**src/rtl/uart_mem_responder_pkg.sv**
```systemverilog
// Shared types and constants for the memory-side UART request responder.
package uart_mem_responder_pkg;

  localparam int ADDR_W = 32;
  localparam int DATA_W = 32;

  // Frame header encodings
  localparam logic [7:0] HDR_IREAD    = 8'h01;
  localparam logic [7:0] HDR_DREAD    = 8'h05;
  localparam logic [3:0] HDR_WRITE_LO = 4'h9;

  typedef enum logic [2:0] {
    ST_HDR   = 3'd0,
    ST_ADDR  = 3'd1,
    ST_DATA  = 3'd2,
    ST_MEM   = 3'd3,
    ST_REPLY = 3'd4
  } state_t;

  typedef enum logic {
    KIND_READ  = 1'b0,
    KIND_WRITE = 1'b1
  } kind_t;

  // Instruction and data reads share one path; only the header differs.
  function automatic logic hdr_is_read(input logic [7:0] hdr);
    return (hdr == HDR_IREAD) || (hdr == HDR_DREAD);
  endfunction

  // Writes carry the byte mask in the high nibble, so only the low nibble identifies them.
  function automatic logic hdr_is_write(input logic [3:0] hdr_lo);
    return hdr_lo == HDR_WRITE_LO;
  endfunction

endpackage

```
**src/rtl/uart_mem_responder_if.sv**
```systemverilog
// Bundle of the UART byte link and the word-wide memory port seen by the responder.
//
// Handshakes: recv_flag / send_flag are single-cycle strobes that the responder raises
// only when the partner already signals receivable / sendable, and never two cycles in a
// row, so the UART FIFO pops or pushes exactly one byte per strobe. mem_req is raised
// with addr/we/wmask/wdata stable and held until the cycle mem_ack is seen high; mem_rdata
// is only meaningful in that ack cycle and mem_ack is ignored while mem_req is low.
interface uart_mem_responder_if;
  import uart_mem_responder_pkg::*;

  logic              receivable;
  logic [7:0]        recv_data;
  logic              recv_flag;
  logic              sendable;
  logic              send_flag;
  logic [7:0]        send_data;
  logic              mem_req;
  logic              mem_we;
  logic [3:0]        mem_wmask;
  logic [ADDR_W-1:0] mem_addr;
  logic [DATA_W-1:0] mem_wdata;
  logic              mem_ack;
  logic [DATA_W-1:0] mem_rdata;
  logic              frame_err;

  // Responder side
  modport master (
    input  receivable, recv_data, sendable, mem_ack, mem_rdata,
    output recv_flag, send_flag, send_data,
    output mem_req, mem_we, mem_wmask, mem_addr, mem_wdata, frame_err
  );

  // UART wrapper / RAM side
  modport slave (
    output receivable, recv_data, sendable, mem_ack, mem_rdata,
    input  recv_flag, send_flag, send_data,
    input  mem_req, mem_we, mem_wmask, mem_addr, mem_wdata, frame_err
  );

endinterface

```
**src/rtl/uart_mem_responder.sv**
```systemverilog
// Memory-side end of the CPU<->memory UART link: parses request frames byte by byte,
// runs one memory access at a time and streams read data back LSB first.
module uart_mem_responder
  import uart_mem_responder_pkg::*;
#(
  parameter int TIMEOUT = 1023
) (
  input  logic                 clk,
  input  logic                 rst,
  uart_mem_responder_if.master bus,
  output state_t               state_dbg
);

  localparam int IdleW = (TIMEOUT > 1) ? $clog2(TIMEOUT + 1) : 1;
  localparam logic [IdleW-1:0] IdleLimit = IdleW'(TIMEOUT);

  state_t            state_q, state_d;
  kind_t             kind_q;
  logic [1:0]        bcnt_q;
  logic [IdleW-1:0]  idle_q;
  logic [3:0]        mask_q;
  logic [ADDR_W-1:0] addr_q;
  logic [DATA_W-1:0] wdata_q;
  logic [DATA_W-1:0] rdata_q;
  logic              recv_flag_q;
  logic              send_flag_q;
  logic [7:0]        send_data_q;
  logic              frame_err_q;

  logic in_rx, take, push, ack, tmo, bad_hdr, last_byte;

  // State register
  always_ff @(posedge clk or negedge rst) begin
    if (!rst) state_q <= ST_HDR;
    else      state_q <= state_d;
  end

  // Next-state logic
  always_comb begin
    state_d = state_q;
    case (state_q)
      ST_HDR:   if (take && !bad_hdr) state_d = ST_ADDR;
      ST_ADDR: begin
        if (tmo)                    state_d = ST_HDR;
        else if (take && last_byte) state_d = (kind_q == KIND_WRITE) ? ST_DATA : ST_MEM;
      end
      ST_DATA: begin
        if (tmo)                    state_d = ST_HDR;
        else if (take && last_byte) state_d = ST_MEM;
      end
      // Writes complete silently; the CPU side does not wait for an acknowledgement byte.
      ST_MEM:   if (ack) state_d = (kind_q == KIND_WRITE) ? ST_HDR : ST_REPLY;
      ST_REPLY: if (push && last_byte) state_d = ST_HDR;
      default:  state_d = ST_HDR;
    endcase
  end

  // Per-cycle control strobes decoded from state and link status
  always_comb begin
    in_rx     = (state_q == ST_HDR) || (state_q == ST_ADDR) || (state_q == ST_DATA);
    // The strobe of the previous pop blocks a second pop while the FIFO advances.
    take      = in_rx && bus.receivable && !recv_flag_q;
    push      = (state_q == ST_REPLY) && bus.sendable && !send_flag_q;
    ack       = (state_q == ST_MEM) && bus.mem_ack;
    // A byte arriving in the expiry cycle still counts, so the timeout only fires when idle.
    tmo       = (TIMEOUT != 0) && ((state_q == ST_ADDR) || (state_q == ST_DATA)) &&
                !take && (idle_q == IdleLimit);
    bad_hdr   = (state_q == ST_HDR) && take &&
                !hdr_is_read(bus.recv_data) && !hdr_is_write(bus.recv_data[3:0]);
    last_byte = (bcnt_q == 2'd3);
  end

  // Datapath: byte assembly, strobes, idle counter and reply serialisation
  always_ff @(posedge clk or negedge rst) begin
    if (!rst) begin
      kind_q      <= KIND_READ;
      bcnt_q      <= 2'd0;
      idle_q      <= '0;
      mask_q      <= 4'h0;
      addr_q      <= '0;
      wdata_q     <= '0;
      rdata_q     <= '0;
      recv_flag_q <= 1'b0;
      send_flag_q <= 1'b0;
      send_data_q <= 8'h00;
      frame_err_q <= 1'b0;
    end else begin
      recv_flag_q <= take;
      send_flag_q <= push;
      frame_err_q <= bad_hdr || tmo;

      if (take || !((state_q == ST_ADDR) || (state_q == ST_DATA))) idle_q <= '0;
      else if (idle_q != {IdleW{1'b1}})                              idle_q <= idle_q + 1'b1;

      case (state_q)
        ST_HDR: begin
          bcnt_q <= 2'd0;
          if (take && hdr_is_read(bus.recv_data)) begin
            kind_q <= KIND_READ;
            mask_q <= 4'h0;
          end else if (take && hdr_is_write(bus.recv_data[3:0])) begin
            kind_q <= KIND_WRITE;
            mask_q <= bus.recv_data[7:4];
          end
        end
        ST_ADDR: begin
          if (tmo) bcnt_q <= 2'd0;
          else if (take) begin
            addr_q[{bcnt_q, 3'b000} +: 8] <= bus.recv_data;
            bcnt_q <= bcnt_q + 2'd1;
          end
        end
        ST_DATA: begin
          if (tmo) bcnt_q <= 2'd0;
          else if (take) begin
            wdata_q[{bcnt_q, 3'b000} +: 8] <= bus.recv_data;
            bcnt_q <= bcnt_q + 2'd1;
          end
        end
        ST_MEM: begin
          bcnt_q <= 2'd0;
          if (ack && (kind_q == KIND_READ)) rdata_q <= bus.mem_rdata;
        end
        ST_REPLY: begin
          if (push) begin
            send_data_q <= rdata_q[{bcnt_q, 3'b000} +: 8];
            bcnt_q      <= bcnt_q + 2'd1;
          end
        end
        default: bcnt_q <= 2'd0;
      endcase
    end
  end

  // mem_req follows the state directly so an asynchronous reset drops it at once.
  assign bus.mem_req   = (state_q == ST_MEM);
  assign bus.mem_we    = bus.mem_req && (kind_q == KIND_WRITE);
  assign bus.mem_wmask = bus.mem_we ? mask_q : 4'h0;
  assign bus.mem_addr  = addr_q;
  assign bus.mem_wdata = wdata_q;
  assign bus.recv_flag = recv_flag_q;
  assign bus.send_flag = send_flag_q;
  assign bus.send_data = send_data_q;
  assign bus.frame_err = frame_err_q;
  assign state_dbg     = state_q;

endmodule

```
**src/flat_wrapper.sv**
```systemverilog
// flat-port wrapper written by rule: the top's interface ports become plain ports
module uart_mem_responder_flat import uart_mem_responder_pkg::*;
#(
  parameter int TIMEOUT = 1023
)
  (clk, rst, state_dbg, bus_receivable, bus_recv_data, bus_sendable, bus_mem_ack, bus_mem_rdata, bus_recv_flag, bus_send_flag, bus_send_data, bus_mem_req, bus_mem_we, bus_mem_wmask, bus_mem_addr, bus_mem_wdata, bus_frame_err);
  uart_mem_responder_if bus_i ();
  input  logic clk;
  input  logic rst;
  output state_t state_dbg;
  input wire logic [$bits(bus_i.receivable)-1:0] bus_receivable;
  input wire logic [$bits(bus_i.recv_data)-1:0] bus_recv_data;
  input wire logic [$bits(bus_i.sendable)-1:0] bus_sendable;
  input wire logic [$bits(bus_i.mem_ack)-1:0] bus_mem_ack;
  input wire logic [$bits(bus_i.mem_rdata)-1:0] bus_mem_rdata;
  output wire logic [$bits(bus_i.recv_flag)-1:0] bus_recv_flag;
  output wire logic [$bits(bus_i.send_flag)-1:0] bus_send_flag;
  output wire logic [$bits(bus_i.send_data)-1:0] bus_send_data;
  output wire logic [$bits(bus_i.mem_req)-1:0] bus_mem_req;
  output wire logic [$bits(bus_i.mem_we)-1:0] bus_mem_we;
  output wire logic [$bits(bus_i.mem_wmask)-1:0] bus_mem_wmask;
  output wire logic [$bits(bus_i.mem_addr)-1:0] bus_mem_addr;
  output wire logic [$bits(bus_i.mem_wdata)-1:0] bus_mem_wdata;
  output wire logic [$bits(bus_i.frame_err)-1:0] bus_frame_err;
  assign bus_i.receivable = bus_receivable;
  assign bus_i.recv_data = bus_recv_data;
  assign bus_i.sendable = bus_sendable;
  assign bus_i.mem_ack = bus_mem_ack;
  assign bus_i.mem_rdata = bus_mem_rdata;
  assign bus_recv_flag = bus_i.recv_flag;
  assign bus_send_flag = bus_i.send_flag;
  assign bus_send_data = bus_i.send_data;
  assign bus_mem_req = bus_i.mem_req;
  assign bus_mem_we = bus_i.mem_we;
  assign bus_mem_wmask = bus_i.mem_wmask;
  assign bus_mem_addr = bus_i.mem_addr;
  assign bus_mem_wdata = bus_i.mem_wdata;
  assign bus_frame_err = bus_i.frame_err;
  uart_mem_responder #(.TIMEOUT(TIMEOUT)) u_core (.clk(clk), .rst(rst), .bus(bus_i), .state_dbg(state_dbg));
endmodule
```
**config.mk**
```make
export PLATFORM = sky130hd
export DESIGN_NAME = uart_mem_responder_flat
export DESIGN_NICKNAME = d
export VERILOG_FILES = /design/src/rtl/uart_mem_responder_pkg.sv /design/src/rtl/uart_mem_responder_if.sv /design/src/rtl/uart_mem_responder.sv /design/src/flat_wrapper.sv
export SDC_FILE = /design/constraint.sdc
export NUM_CORES = 1
export LEC_CHECK = 0
export BUFFER_PORTS_ARGS = -buffer_cell sky130_fd_sc_hd__buf_2
export CAP_MARGIN = 20
export CORE_ASPECT_RATIO = 0.8
export CORE_MARGIN = 8
export CORE_UTILIZATION = 57
export CTS_CLUSTER_SIZE = 16
export DETAILED_ROUTE_END_ITERATION = 7
export PLACE_DENSITY_LB_ADDON = 0.2
export RECOVER_POWER = 25
export SLEW_MARGIN = 20
export SYNTH_ARGS = -nofsm -noshare
export SYNTH_HDL_FRONTEND = slang
export SYNTH_SLANG_ARGS = --single-unit
```
**constraint.sdc**
```tcl
create_clock -name clk -period 4.4 [get_ports clk]
set_input_delay 0.66 -clock clk [delete_from_list [all_inputs] [get_ports clk]]
set_output_delay 0.66 -clock clk [all_outputs]
set_load 0.1 [all_outputs]
```
## Yosys cells after proc, flatten, opt, wreduce, memory -nomap -nowiden

Cells that the tools add are included.
Widths: inputs -> output; s select.

| operators by class | value |
|---|---|
| add/subtract/negate cells | 3 |
| equality and inequality tests | 17 |
| shift operators | 3 |
| multiplexer cells | 23 |
| bitwise gates (word level) | 2 |
| reduce and logical (&&, ||, !) cells | 41 |

Operator list:

| cell | count |
|---|---|
| $bwmux 32 | 2 |
| $shift 8x7->32 const A | 1 |
| $shiftx 32x6->8 | 1 |
| $shiftx 8x7->32 | 1 |
| $mux 3 | 8 |
| $mux 10 | 2 |
| $logic_and 1x1->1 | 17 |
| $pmux 3 s5 | 1 |
| $mux 4 | 3 |
| $add 10x1->10 const B | 1 |
| $eq 10x10->1 const B | 1 |
| $ne 10x10->1 const B | 1 |
| $ne 3x1->1 const B | 3 |
| $eq 8x1->1 const B | 1 |
| $eq 8x3->1 const B | 1 |
| $reduce_and 2->1 | 4 |
| $logic_not 1->1 | 7 |
| $neg 5->7 | 1 |
| $eq 3x2->1 const B | 2 |
| $logic_or 1x1->1 | 6 |
| $mux 2 | 3 |
| $ne 2x1->1 const B | 3 |
| $reduce_and 3->1 | 2 |
| $reduce_and 5->1 | 1 |
| other kinds (12) | 16 |

| storage, ports and cells | value |
|---|---|
| flip-flop bits (word level) | 127 |
| output and inout port bits | 84 |
| word-level logic and storage cells | 101 |

## Longest topological paths before layout

Gate-level depths: netlist of run 1.

| logic depth | value |
|---|---|
| depth in word-level cells | 12 |
| depth in mapped cells | 7 |
| gate-level depth less buffers | 6 |

## Least setup slack after synthesis of run 1

OpenSTA, ideal clock, no wires.

| timing | value |
|---|---|
| kind | register -> output |
| from | reg u_core.state_q[0] (netlist: u_core.state_dbg[0]) |
| to | out bus_mem_wmask[0] |
| arrival | 4,364 ps |
| required time | 3,740 ps |
| setup slack | -624 ps |
| cell stages (with the launch flop) | 4 |
| buffers on the path | 0 |
| cell sequence | dfrtp_1 > nand2_1 > nor3_1 > and2_1 |

| on the way | value |
|---|---|
| longest elaborated chain between the ends | 3 |

Ends and longest elaborated chain:

| what | line | source |
|---|---|---|
| start: declaration | uart_mem_responder.sv:17 | `state_t state_q, state_d;` |
| start signal: assignment | uart_mem_responder.sv:35 | `else state_q <= state_d;` |
| $eq 3x2->1 | uart_mem_responder.sv:136 | `assign bus.mem_req = (state_q == ST_MEM);` |
| $logic_and 1x1->1 | uart_mem_responder.sv:137 | `assign bus.mem_we = bus.mem_req && (kind_q == KIND_WRITE);` |
| named net bus_mem_we | flat_wrapper.sv:20 | `output wire logic [$bits(bus_i.mem_we)-1:0] bus_mem_we;` |
| $mux 4 | uart_mem_responder.sv:138 | `assign bus.mem_wmask = bus.mem_we ? mask_q : 4'h0;` |
| end: declaration | flat_wrapper.sv:21 | `output wire logic [$bits(bus_i.mem_wmask)-1:0] bus_mem_wmask;` |

The timed path passes the listed nets, and every way through them passes these cells.

## Worst setup path in the final report of run 1

| timing | value |
|---|---|
| from | reg u_core.bcnt_q[0] |
| to | reg u_core.addr_q[7] (netlist: u_core.bus.mem_addr[7]) |

| on the way | value |
|---|---|
| longest elaborated chain between the ends | 3 |

Ends and longest elaborated chain:

| what | line | source |
|---|---|---|
| start: declaration | uart_mem_responder.sv:19 | `logic [1:0] bcnt_q;` |
| start signal: assignment | uart_mem_responder.sv:110 | `bcnt_q <= bcnt_q + 2'd1;` |
| start signal: assignment | uart_mem_responder.sv:117 | `bcnt_q <= bcnt_q + 2'd1;` |
| start signal: assignment | uart_mem_responder.sv:127 | `bcnt_q <= bcnt_q + 2'd1;` |
| $neg 5->7 * | uart_mem_responder.sv:109 | `addr_q[{bcnt_q, 3'b000} +: 8] <= bus.recv_data;` |
| $shiftx 8x7->32 or $shift 8x7->32 (tied branches) | uart_mem_responder.sv:109 |  |
| $bwmux 32 * | uart_mem_responder.sv:109 |  |
| end signal: indexed assignment | uart_mem_responder.sv:109 |  |
| end: declaration | uart_mem_responder.sv:22 | `logic [ADDR_W-1:0] addr_q;` |

Mark *: on every way between the ends. The rest lies on a longest branch, timed or not.
A chain may end at the register's enable or synchronous reset.

==> qor.txt, run 1 <==
Mapped Area: 5380 sq um
N_diodes: 0
Vias in the first global route: 4183
Post-CTS resize count: 0
R2R Setup Slk: 1.50 ns
Layout cells sized above 1: 0.360
Clk buf depth: 2
Final cell count without fillers: 731
Met3 global-route usage: 0.0647
Via count: 4043
M2 GR Usage: 0.330
# Post-CTS Setup Buffers: 0
Fin Setup TNS: 0 ns
Seq/Total Area, Yosys: 0.590
Area of placed instances: 6120 sq um
Most Crowded Layer GR: met2
Router iterations before antenna repair: 4
Critical-path maximum fanout: 14
Ys flop type: dfrtp_1
Drt total wl: 13200 um
I/O Pins: 129
Synth Area in XOR/XNOR: 0.0114
Initial Util: 0.591
Post-Synth Simple-Gate Area: 0.146
Dpl hpwl: 9230 um
FMAX: 344 MHz
Slew HR: -0.278
CTS sink cnt: 127
Synth warn: 0
TritonCTS clock tree: yes
Crit path arrival time: 3.21 ns
Clock Latency Late Sink: 0.41 ns
Slew of the pin with the lowest slew margin: 1.92 ns
Wire length per cell: 18.0 um
H-tree depth: 4
Critical path endpoint category: flip-flop
Register Area: 3180 sq um
Post-CTS Hold Fix Bufs: 0
Final hold violation count: 0
Worst R2R Start: u_core.bcnt_q[0]
Synthesized instance count: 471
Post-Syn Nets: 523
Routing usage on met1: 0.275
CP startpoint kind: flip-flop
Compound-Gate Fraction of Synth Area: 0.0867
Nets: 655
First-pass GRT wire length: 21300 um
Gp weighted congestion: 0.778
Die Ht: 103 um
Core area: 9110 sq um
# rows: 31
Multi-input logic area: 2110 sq um
Starting DRC count in detailed routing: 386
Fin crit period: 2.90 ns
DIE AREA: 12800 sq um
PD cells: 842 nW/um^2
Avg Cell Area, Syn: 11.4 sq um
Residual DRC: 0
Netlist cell types: 49
Reg2Reg Depth: 5
Root Driver: clkbuf_16
Number of buffers created by CTS: 17
Fin area: 6680 sq um
Setup violators final: 0
Global Route Usage Sum: 0.211
Kind of critical path: flip-flop to flip-flop
Critical Path RT: 4.70 ns
Number of vias per cell: 5.53
Post-synth EDFFs: 0
Critical path launch point: u_core.bcnt_q[0]
Failing checks: capacitance limit, slew limit
Final Cycle Share: 0.660
Final-report max-slew violation count: 79
Initial antenna violation count: 0
Post-synthesis adder-cell area fraction: 0.0163
RSZ-0062 raised after global routing: no
Largest family of logic cells by synthesized area: simple AND/OR/NAND/NOR gates
Worst hold path class: flip-flop to flip-flop
Ys async rst share: 1.00
Fill cell count: 656
Max Cap Viol: 1
Final ANT Viol Nets: 0
GRT overflow: 0
Largest net degree at the start of global routing: 79
Leak: 3.27 nW
Clock transition at the registers of the reported paths: 0.05 ns
Crit path to: u_core.bus.mem_addr[7]
Port buffer count: 128
DIE WIDTH: 125 um
Placed Cells: 699
Peak supply drop: 664 uV
Final Util: 0.733
Multiplexer share of the synthesized area: 0.131
Worst r2r dst: u_core.bus.mem_addr[7]
Layout Area Growth over Synthesis: 24.1%
Outcome: finished with violations
Post-Route Skew: 0.00997 ns
Synth Register Bits: 127
[logic make-up (layout without fill, tap and decap cells)]
| kind of cell | count (synthesis) | in the layout |
|---|---|---|
| xor gates and xnor gates | 7 | 7 |
| buffers and inverters | 23 | 168 |
| muxes | 55 | 55 |
| DFF | 127 | 127 |
| AOI/OAI and AO/OA | 83 | 83 |
| adders and majority gates | 7 | 7 |
| and+or+nand+nor | 169 | 169 |
[cells in the mapped netlist (all sizes together), types with 2 or more instances]
| cell type | number | area, sq um |
|---|---|---|
| nand2 | 113 | 424 |
| nor3 | 7 | 40.0 |
| nor3b | 4 | 30.0 |
| or3 | 2 | 12.5 |
| buf | 7 | 37.5 |
| inv | 5 | 18.8 |
| dfrtp | 127 | 3180 |
| and3 | 3 | 18.8 |
| ha | 7 | 87.6 |
| a21oi | 2 | 10.0 |
| xor2 | 6 | 52.6 |
| nor4b | 3 | 32.5 |
| nor4 | 2 | 27.5 |
| clkbuf | 11 | 41.3 |
| a211oi | 4 | 35.0 |
| mux2 | 45 | 507 |
| mux4 | 8 | 180 |
| nand4 | 3 | 33.8 |
| nand3 | 3 | 15.0 |
| and2 | 5 | 31.3 |
| nor2b | 2 | 12.5 |
| o21ai | 66 | 330 |
| nor2 | 16 | 60.1 |
| mux2i | 2 | 20.0 |
[where the power goes]
part / switching, mW / internal, mW
sequential: 0.274 / 1.53
clock: 0.490 / 0.843
combinational: 1.89 / 0.607
total: 2.65 / 2.98
[routing by layer]
layer  wire length (um)  up-vias
met1               6090     1986
met3                810       13
met5                  0        -
li1                   -     1899
met4                128        0
met2               6150      145
[state kept, by name, summed over array words and instances (netlist names), 2 cells and up]
register	flops
u_core.state_dbg	3
u_core.bus.mem_wdata	32
u_core.bus.send_data	8
u_core.rdata_q	32
u_core.idle_q	10
u_core.bcnt_q	2
u_core.mask_q	4
u_core.bus.mem_addr	32
[worst max-delay path, stage by stage (launching register included)]
cell and delay (ns):
dfrtp_1 0.81, inv_1 0.26, ha_1 0.42, nor3b_1 0.88
nand2_1 0.14, o21ai_0 0.28
[placed cells by master (no fill, tap or decap), drive strengths merged, types with 3 or more instances in the layout]
master | Yosys | final
inv | 5 | 5
and3 | 3 | 3
nand2 | 113 | 113
a211oi | 4 | 4
mux4 | 8 | 8
nor3b | 4 | 4
clkinvlp | 0 | 3
ha | 7 | 7
mux2 | 45 | 45
nand3 | 3 | 3
clkbuf | 11 | 23
and2 | 5 | 5
xor2 | 6 | 6
o21ai | 66 | 66
nor2 | 16 | 16
nor4b | 3 | 3
clkinv | 0 | 6
nand4 | 3 | 3
nor3 | 7 | 7
buf | 7 | 129
dfrtp | 127 | 127
[worst min-delay path by stage]
stage,startpoint,end,slack (ns),cells past startpoint
2_1_floorplan,rst,u_core.bcnt_q[0],0.36,0
3_3_place_gp,u_core.bus.mem_addr[25],u_core.bus.mem_addr[25],0.46,2
3_5_place_dp,u_core.bus.mem_addr[15],u_core.bus.mem_addr[15],0.47,2
4_1_cts,rst,u_core.rdata_q[21],0.44,1
5_1_grt,bus_mem_rdata[11],u_core.rdata_q[11],0.47,2
6_report,u_core.bus.mem_addr[14],u_core.bus.mem_addr[14],0.48,2
[per-stage QoR]
stage | hold slack (ns) | worst slack (ns) | total power, mW
after floorplan | 0.364 | 0.337 | 3.84
after global placement | 0.457 | 1.66 | 4.24
after detailed placement | 0.465 | 1.57 | 4.30
after CTS | 0.444 | 1.46 | 5.65
after global routing | 0.466 | 1.15 | 5.88
final | 0.476 | 1.50 | 5.63
[area by class of cell]
class | count | area share
inverters | 5 | 0.00281
well taps | 115 | 0.0215
repair buffers | 131 | 0.0987
multi-input cells | 321 | 0.316
clock buffers | 21 | 0.0674
clock inverters | 11 | 0.0174
flip-flops and latches | 127 | 0.476
(Power assumes the default switching activity.)
==> inputs of run 2 (changes only) <==
- CORE_UTILIZATION: 57 -> 53
- clock period: 4.4 -> 2.75 ns (I/O delays scaled with it)
==> run 2 against run 1 <==
Against the previous run: the run now ends clean; critical endpoint is now bus_mem_wmask[0]; worst hold slack lost 0.25 ns; sequential share of layout area is 0.78 points lower; register-to-register slack worse by 0.87 ns; largest power group unchanged; critical path type is now flip-flop to output port.
==> qor.txt, run 2 (same netlist as run 1, synthesis figures left out) <==
Switching share of power: 0.472 (was 0.471)
Worst hold path class: input pin to flip-flop (was flip-flop to flip-flop)
Fin Setup TNS: 0 ns (unchanged)
RSZ-0062 raised after global routing: no (unchanged)
Initial Util: 0.534 (was 0.591)
Crit path arrival time: 2.05 ns (was 3.21 ns)
# rows: 33 (was 31)
Post-CTS resize count: 0 (unchanged)
DIE AREA: 13700 sq um (was 12800 sq um)
Kind of critical path: flip-flop to output port (was flip-flop to flip-flop)
Layout Area Growth over Synthesis: 26.5% (was 24.1%)
Flop pwr share: 0.312 (was 0.320)
Final hold violation count: 0 (unchanged)
Final Cycle Share: 0.897
CTS sink cnt: 127 (unchanged)
Outcome: finished clean (was finished with violations)
Number of vias per cell: 5.33 (was 5.53)
Hold WS: 0.223 ns (was 0.476 ns)
Setup violators final: 0 (unchanged)
H-tree depth: 4 (unchanged)
Drt total wl: 13400 um (was 13200 um)
Pre-CTS setup slack: 0.639 ns (was 1.57 ns)
Global Route Usage Sum: 0.207 (was 0.211)
Dpl hpwl: 9420 um (was 9230 um)
Sw Pwr: 4.32 mW (was 2.65 mW)
TritonCTS clock tree: yes (unchanged)
Post-CTS Hold Fix Bufs: 0 (unchanged)
Number of buffers created by CTS: 17 (unchanged)
Area of placed instances: 6250 sq um (was 6120 sq um)
Initial antenna violation count: 1 (was 0)
Slew of the pin with the lowest slew margin: 1.36 ns (was 1.92 ns)
Starting DRC count in detailed routing: 266 (was 386)
Crit-path cells: nand2_1 > nor3_4 > and2_4 > buf_2 (was inv_1 > ha_1 > nor3b_1 > nand2_1 > o21ai_0)
PD cells: 1350 nW/um^2 (was 842 nW/um^2)
Critical Path RT: 2.34 ns (was 4.70 ns)
Slew HR: 0.0956 (was -0.278)
Placed Cells: 731 (was 699)
CP startpoint kind: flip-flop (unchanged)
FMAX: 405 MHz
Largest net degree at the start of global routing: 57 (was 79)
Clock Latency Late Sink: 0.42 ns (was 0.41 ns)
Root Driver: clkbuf_16 (unchanged)
Port buffer count: 128 (unchanged)
Power Total: 9.16 mW (was 5.63 mW)
Leak: 3.32 nW (was 3.27 nW)
Wire length per cell: 17.6 um (was 18.0 um)
Via count: 4061 (was 4043)
Comb power frac: 0.449 (was 0.443)
CP max stage delay: 0.50 ns (was 0.88 ns)
First-pass GRT wire length: 22000 um (was 21300 um)
Critical path endpoint category: output port (was flip-flop)
I/O Pins: 129 (unchanged)
Fin crit period: 2.47 ns
Layout cells sized above 1: 0.384 (was 0.360)
N_diodes: 0 (unchanged)
Final-report max-slew violation count: 0 (was 79)
Max Cap Viol: 0 (was 1)
Clk buf depth: 2 (unchanged)
Nets: 662 (was 655)
Peak supply drop: 848 uV (was 664 uV)
DIE WIDTH: 129 um (was 125 um)
Die Ht: 106 um (was 103 um)
Critical-path maximum fanout: 14 (unchanged)
Gp weighted congestion: 0.771 (was 0.778)
Clock transition at the registers of the reported paths: 0.06 ns (was 0.05 ns)
Leading cell type in the layout, fill and taps excluded: buf_2
Post-Route Skew: 0.0137 ns (was 0.00997 ns)
Clk pwr share: 0.239 (was 0.237)
R2R Setup Slk: 0.63 ns (was 1.50 ns)
Most frequent cells in the layout: buf_2 (127), dfrtp_1 (124), nand2_1 (113) (was buf_2 (127), dfrtp_1 (127), nand2_1 (113))
Vias in the first global route: 4258 (was 4183)
GRT overflow: 0 (unchanged)
Router iterations before antenna repair: 5 (was 4)
Core area: 10100 sq um (was 9110 sq um)
Residual DRC: 0 (unchanged)
P_int: 4.84 mW (was 2.98 mW)
Fin area: 6810 sq um (was 6680 sq um)
Crit-path slowest cell: dfrtp_4 (was nor3b_1)
# Post-CTS Setup Buffers: 0 (unchanged)
Final ANT Viol Nets: 0 (unchanged)
Final cell count without fillers: 762 (was 731)
Final Util: 0.676 (was 0.733)
Final worst slack: 0.283 ns (was 1.50 ns)
## run 2: area by class of cell
class                           instances  area [sq um]
Fill cell                             820          3260
Sequential cell                       127          3190
Multi-Input combinational cell        321          2140
Timing Repair Buffer                  138           713
Clock buffer                           19           443
Tap cell                              140           175
Clock inverter                         12           136
Inverter                                5          18.8
## run 2: worst max-delay path, delay by kind of cell, from the launching register on
kind | cells | cell delay, ns
buf+inv | 1 | 0.42
simple gates | 3 | 0.71
flops | 1 | 0.50
## run 2: power groups by stage
stage | Sequential, mW | Clock (mW) | Combinational [mW]
6_report | 2.86 | 2.19 | 4.12
5_1_grt | 2.93 | 2.30 | 4.35
4_1_cts | 2.86 | 2.22 | 4.14
3_5_place_dp | 2.87 | 0 | 4.13
3_3_place_gp | 2.84 | 0 | 4.05
2_1_floorplan | 4.72 | 0 | 1.45
## run 2: per-layer routing
layer	vias up	global-route usage	wire [um]
met5	-	0	8
met2	135	0.319	6520
met3	16	0.0735	871
met1	1990	0.269	5880
li1	1918	-	-
met4	2	0.0678	134
## run 2: worst paths after layout
kind	start	end	cells after the start
max in group asynchronous	rst	u_core.rdata_q[11]	2
max reg2reg	u_core.idle_q[0]	u_core.state_dbg[0]	6
min reg2reg	u_core.bus.mem_addr[28]	u_core.bus.mem_addr[28]	2
min in group asynchronous	rst	u_core.idle_q[6]	1
max	u_core.state_dbg[1]	bus_mem_wmask[0]	4
min	bus_mem_rdata[7]	u_core.rdata_q[7]	2
==> inputs of run 3 (changes only) <==
- CORE_UTILIZATION: 53 -> 55
- CTS_BUF_LIST: not set -> sky130_fd_sc_hd__clkbuf_2 sky130_fd_sc_hd__clkbuf_4 sky130_fd_sc_hd__clkbuf_8
==> run 3 against run 2 <==
Against the previous run: the run now ends with capacitance limit, slew limit left; sequential cell count did not move; cell area is 3.0% lower; global-route usage shrank 0.52 points; critical endpoint is now bus_mem_wmask[2]; wire length is 3.7% lower; fmax shrank 1.1%; sequential share of layout area increased by 1.4 points; highest routed layer unchanged.
==> qor.txt, run 3 (same netlist as run 1, synthesis figures left out) <==
Leak: 3.23 nW (was 3.32 nW)
Failing checks: capacitance limit, slew limit
# Post-CTS Setup Buffers: 0 (unchanged)
PD cells: 1300 nW/um^2 (was 1350 nW/um^2)
Clock transition at the registers of the reported paths: 0.08 ns (was 0.06 ns)
Flop pwr share: 0.330 (was 0.312)
Slew of the pin with the lowest slew margin: 1.68 ns (was 1.36 ns)
Post-Route Skew: 0.0152 ns (was 0.0137 ns)
Post-CTS resize count: 0 (unchanged)
Crit path arrival time: 2.08 ns (was 2.05 ns)
Worst hold path class: input pin to flip-flop (unchanged)
TritonCTS clock tree: yes (unchanged)
H-tree depth: 4 (unchanged)
Final Cycle Share: 0.907 (was 0.897)
Register Area: 3190 sq um (unchanged)
Outcome: finished with violations (was finished clean)
Initial Util: 0.563 (was 0.534)
Critical path endpoint category: output port (unchanged)
Layout Area Growth over Synthesis: 22.7% (was 26.5%)
Clk buf depth: 2 (unchanged)
Clk pwr share: 0.191 (was 0.239)
Global Route Usage Sum: 0.202 (was 0.207)
Vias in the first global route: 4243 (was 4258)
Most frequent cells in the layout: buf_2 (127), dfrtp_1 (124), nand2_1 (113) (unchanged)
Multi-input logic area: 2140 sq um (unchanged)
# rows: 32 (was 33)
Via count: 4021 (was 4061)
Critical Path RT: 2.34 ns (about the same)
Root Driver: clkbuf_8 (was clkbuf_16)
Fin Setup TNS: 0 ns (unchanged)
Number of buffers created by CTS: 17 (unchanged)
Router iterations before antenna repair: 4 (was 5)
Leading cell type in the layout, fill and taps excluded: buf_2 (unchanged)
Nets: 660 (was 662)
Final Util: 0.691 (was 0.676)
Layout cells sized above 1: 0.385 (was 0.384)
Core area: 9570 sq um (was 10100 sq um)
Comb power frac: 0.479 (was 0.449)
Hold WS: 0.212 ns (was 0.223 ns)
Final ANT Viol Nets: 0 (unchanged)
Switching share of power: 0.490 (was 0.472)
Fill cell count: 746 (was 820)
Gp weighted congestion: 0.786 (was 0.771)
GRT overflow: 0 (unchanged)
Sw Pwr: 4.20 mW (was 4.32 mW)
P_int: 4.37 mW (was 4.84 mW)
Largest net degree at the start of global routing: 128 (was 57)
N_diodes: 0 (unchanged)
Die Ht: 104 um (was 106 um)
Fin crit period: 2.49 ns (was 2.47 ns)
Peak supply drop: 801 uV (was 848 uV)
Wire length per cell: 17.4 um (was 17.6 um)
Port buffer count: 128 (unchanged)
DIE WIDTH: 127 um (was 129 um)
Drt total wl: 12900 um (was 13400 um)
CTS sink cnt: 127 (unchanged)
CP startpoint kind: flip-flop (unchanged)
Clock Latency Late Sink: 0.43 ns (was 0.42 ns)
Critical-path maximum fanout: 14 (unchanged)
Dpl hpwl: 9220 um (was 9420 um)
Final-report max-slew violation count: 128 (was 0)
I/O Pins: 129 (unchanged)
Starting DRC count in detailed routing: 341 (was 266)
Kind of critical path: flip-flop to output port (unchanged)
Number of vias per cell: 5.43 (was 5.33)
DIE AREA: 13200 sq um (was 13700 sq um)
First-pass GRT wire length: 21300 um (was 22000 um)
FMAX: 401 MHz (was 405 MHz)
Max Cap Viol: 1 (was 0)
Residual DRC: 0 (unchanged)
Slew HR: -0.118 (was 0.0956)
Setup violators final: 0 (unchanged)
Post-CTS Hold Fix Bufs: 0 (unchanged)
Final hold violation count: 0 (unchanged)
RSZ-0062 raised after global routing: no (unchanged)
Initial antenna violation count: 1 (unchanged)
==> run 3: cell types whose count changed in the layout (fill, tap and decap cells not counted), sizes merged <==
cell | before | now
clkbuf | 21 | 23
clkinv | 5 | 3
buf | 136 | 134
clkinvlp | 3 | 4
==> run 3: power groups by stage <==
stage          Sequential, mW  Clock (mW)  Combinational, mW
2_1_floorplan            4.72           0               1.45
3_3_place_gp             2.82           0               4.04
3_5_place_dp             2.86           0               4.13
4_1_cts                  2.82        1.67               4.14
5_1_grt                  2.90        1.76               4.33
6_report                 2.83        1.64               4.10
==> run 3: worst paths after layout <==
kind / startpoint / end / slack [ns] / cells after the start
max: u_core.state_dbg[1] / bus_mem_wmask[2] / 0.26 / 4
min: bus_mem_rdata[28] / u_core.rdata_q[28] / 0.21 / 2
max reg2reg: u_core.idle_q[0] / u_core.state_dbg[0] / 0.59 / 6
min reg2reg: u_core.bus.mem_addr[5] / u_core.bus.mem_addr[5] / 0.48 / 2
max in group asynchronous: rst / u_core.state_dbg[0] / 0.95 / 2
min in group asynchronous: rst / u_core.idle_q[3] / 0.53 / 2
==> run 3: stage by stage <==
stage	std cells	instance area (sq um)	total power [mW]	worst slack, ns
4_1_cts	740	6620	8.63	0.218
6_report	740	6610	8.57	0.256
5_1_grt	740	6610	8.99	0.142
2_1_floorplan	471	5420	6.17	0.0968
3_3_place_gp	708	6210	6.86	0.725
3_5_place_dp	708	6210	6.99	0.605
==> run 3: layout make-up <==
type / instances / area share
inverter: 5 / 0.00284
tap: 119 / 0.0225
timing repair buffer: 136 / 0.106
multi-input combinational: 321 / 0.323
clock inverter: 11 / 0.0197
clock buffer: 21 / 0.0428
sequential: 127 / 0.482
==> run 3: critical path: stages (launching register included) <==
cell	delay (ns)
dfrtp_4	0.51
nand2_1	0.20
nor3_4	0.33
and2_4	0.19
buf_2	0.41
==> run 3: metal layers <==
layer | vias to the layer above | global-route usage | routed length, um
li1 | 1907 | - | -
met1 | 1979 | 0.267 | 5740
met2 | 119 | 0.307 | 6170
met3 | 14 | 0.0671 | 871
met4 | 2 | 0.0668 | 119
met5 | - | 0 | 8
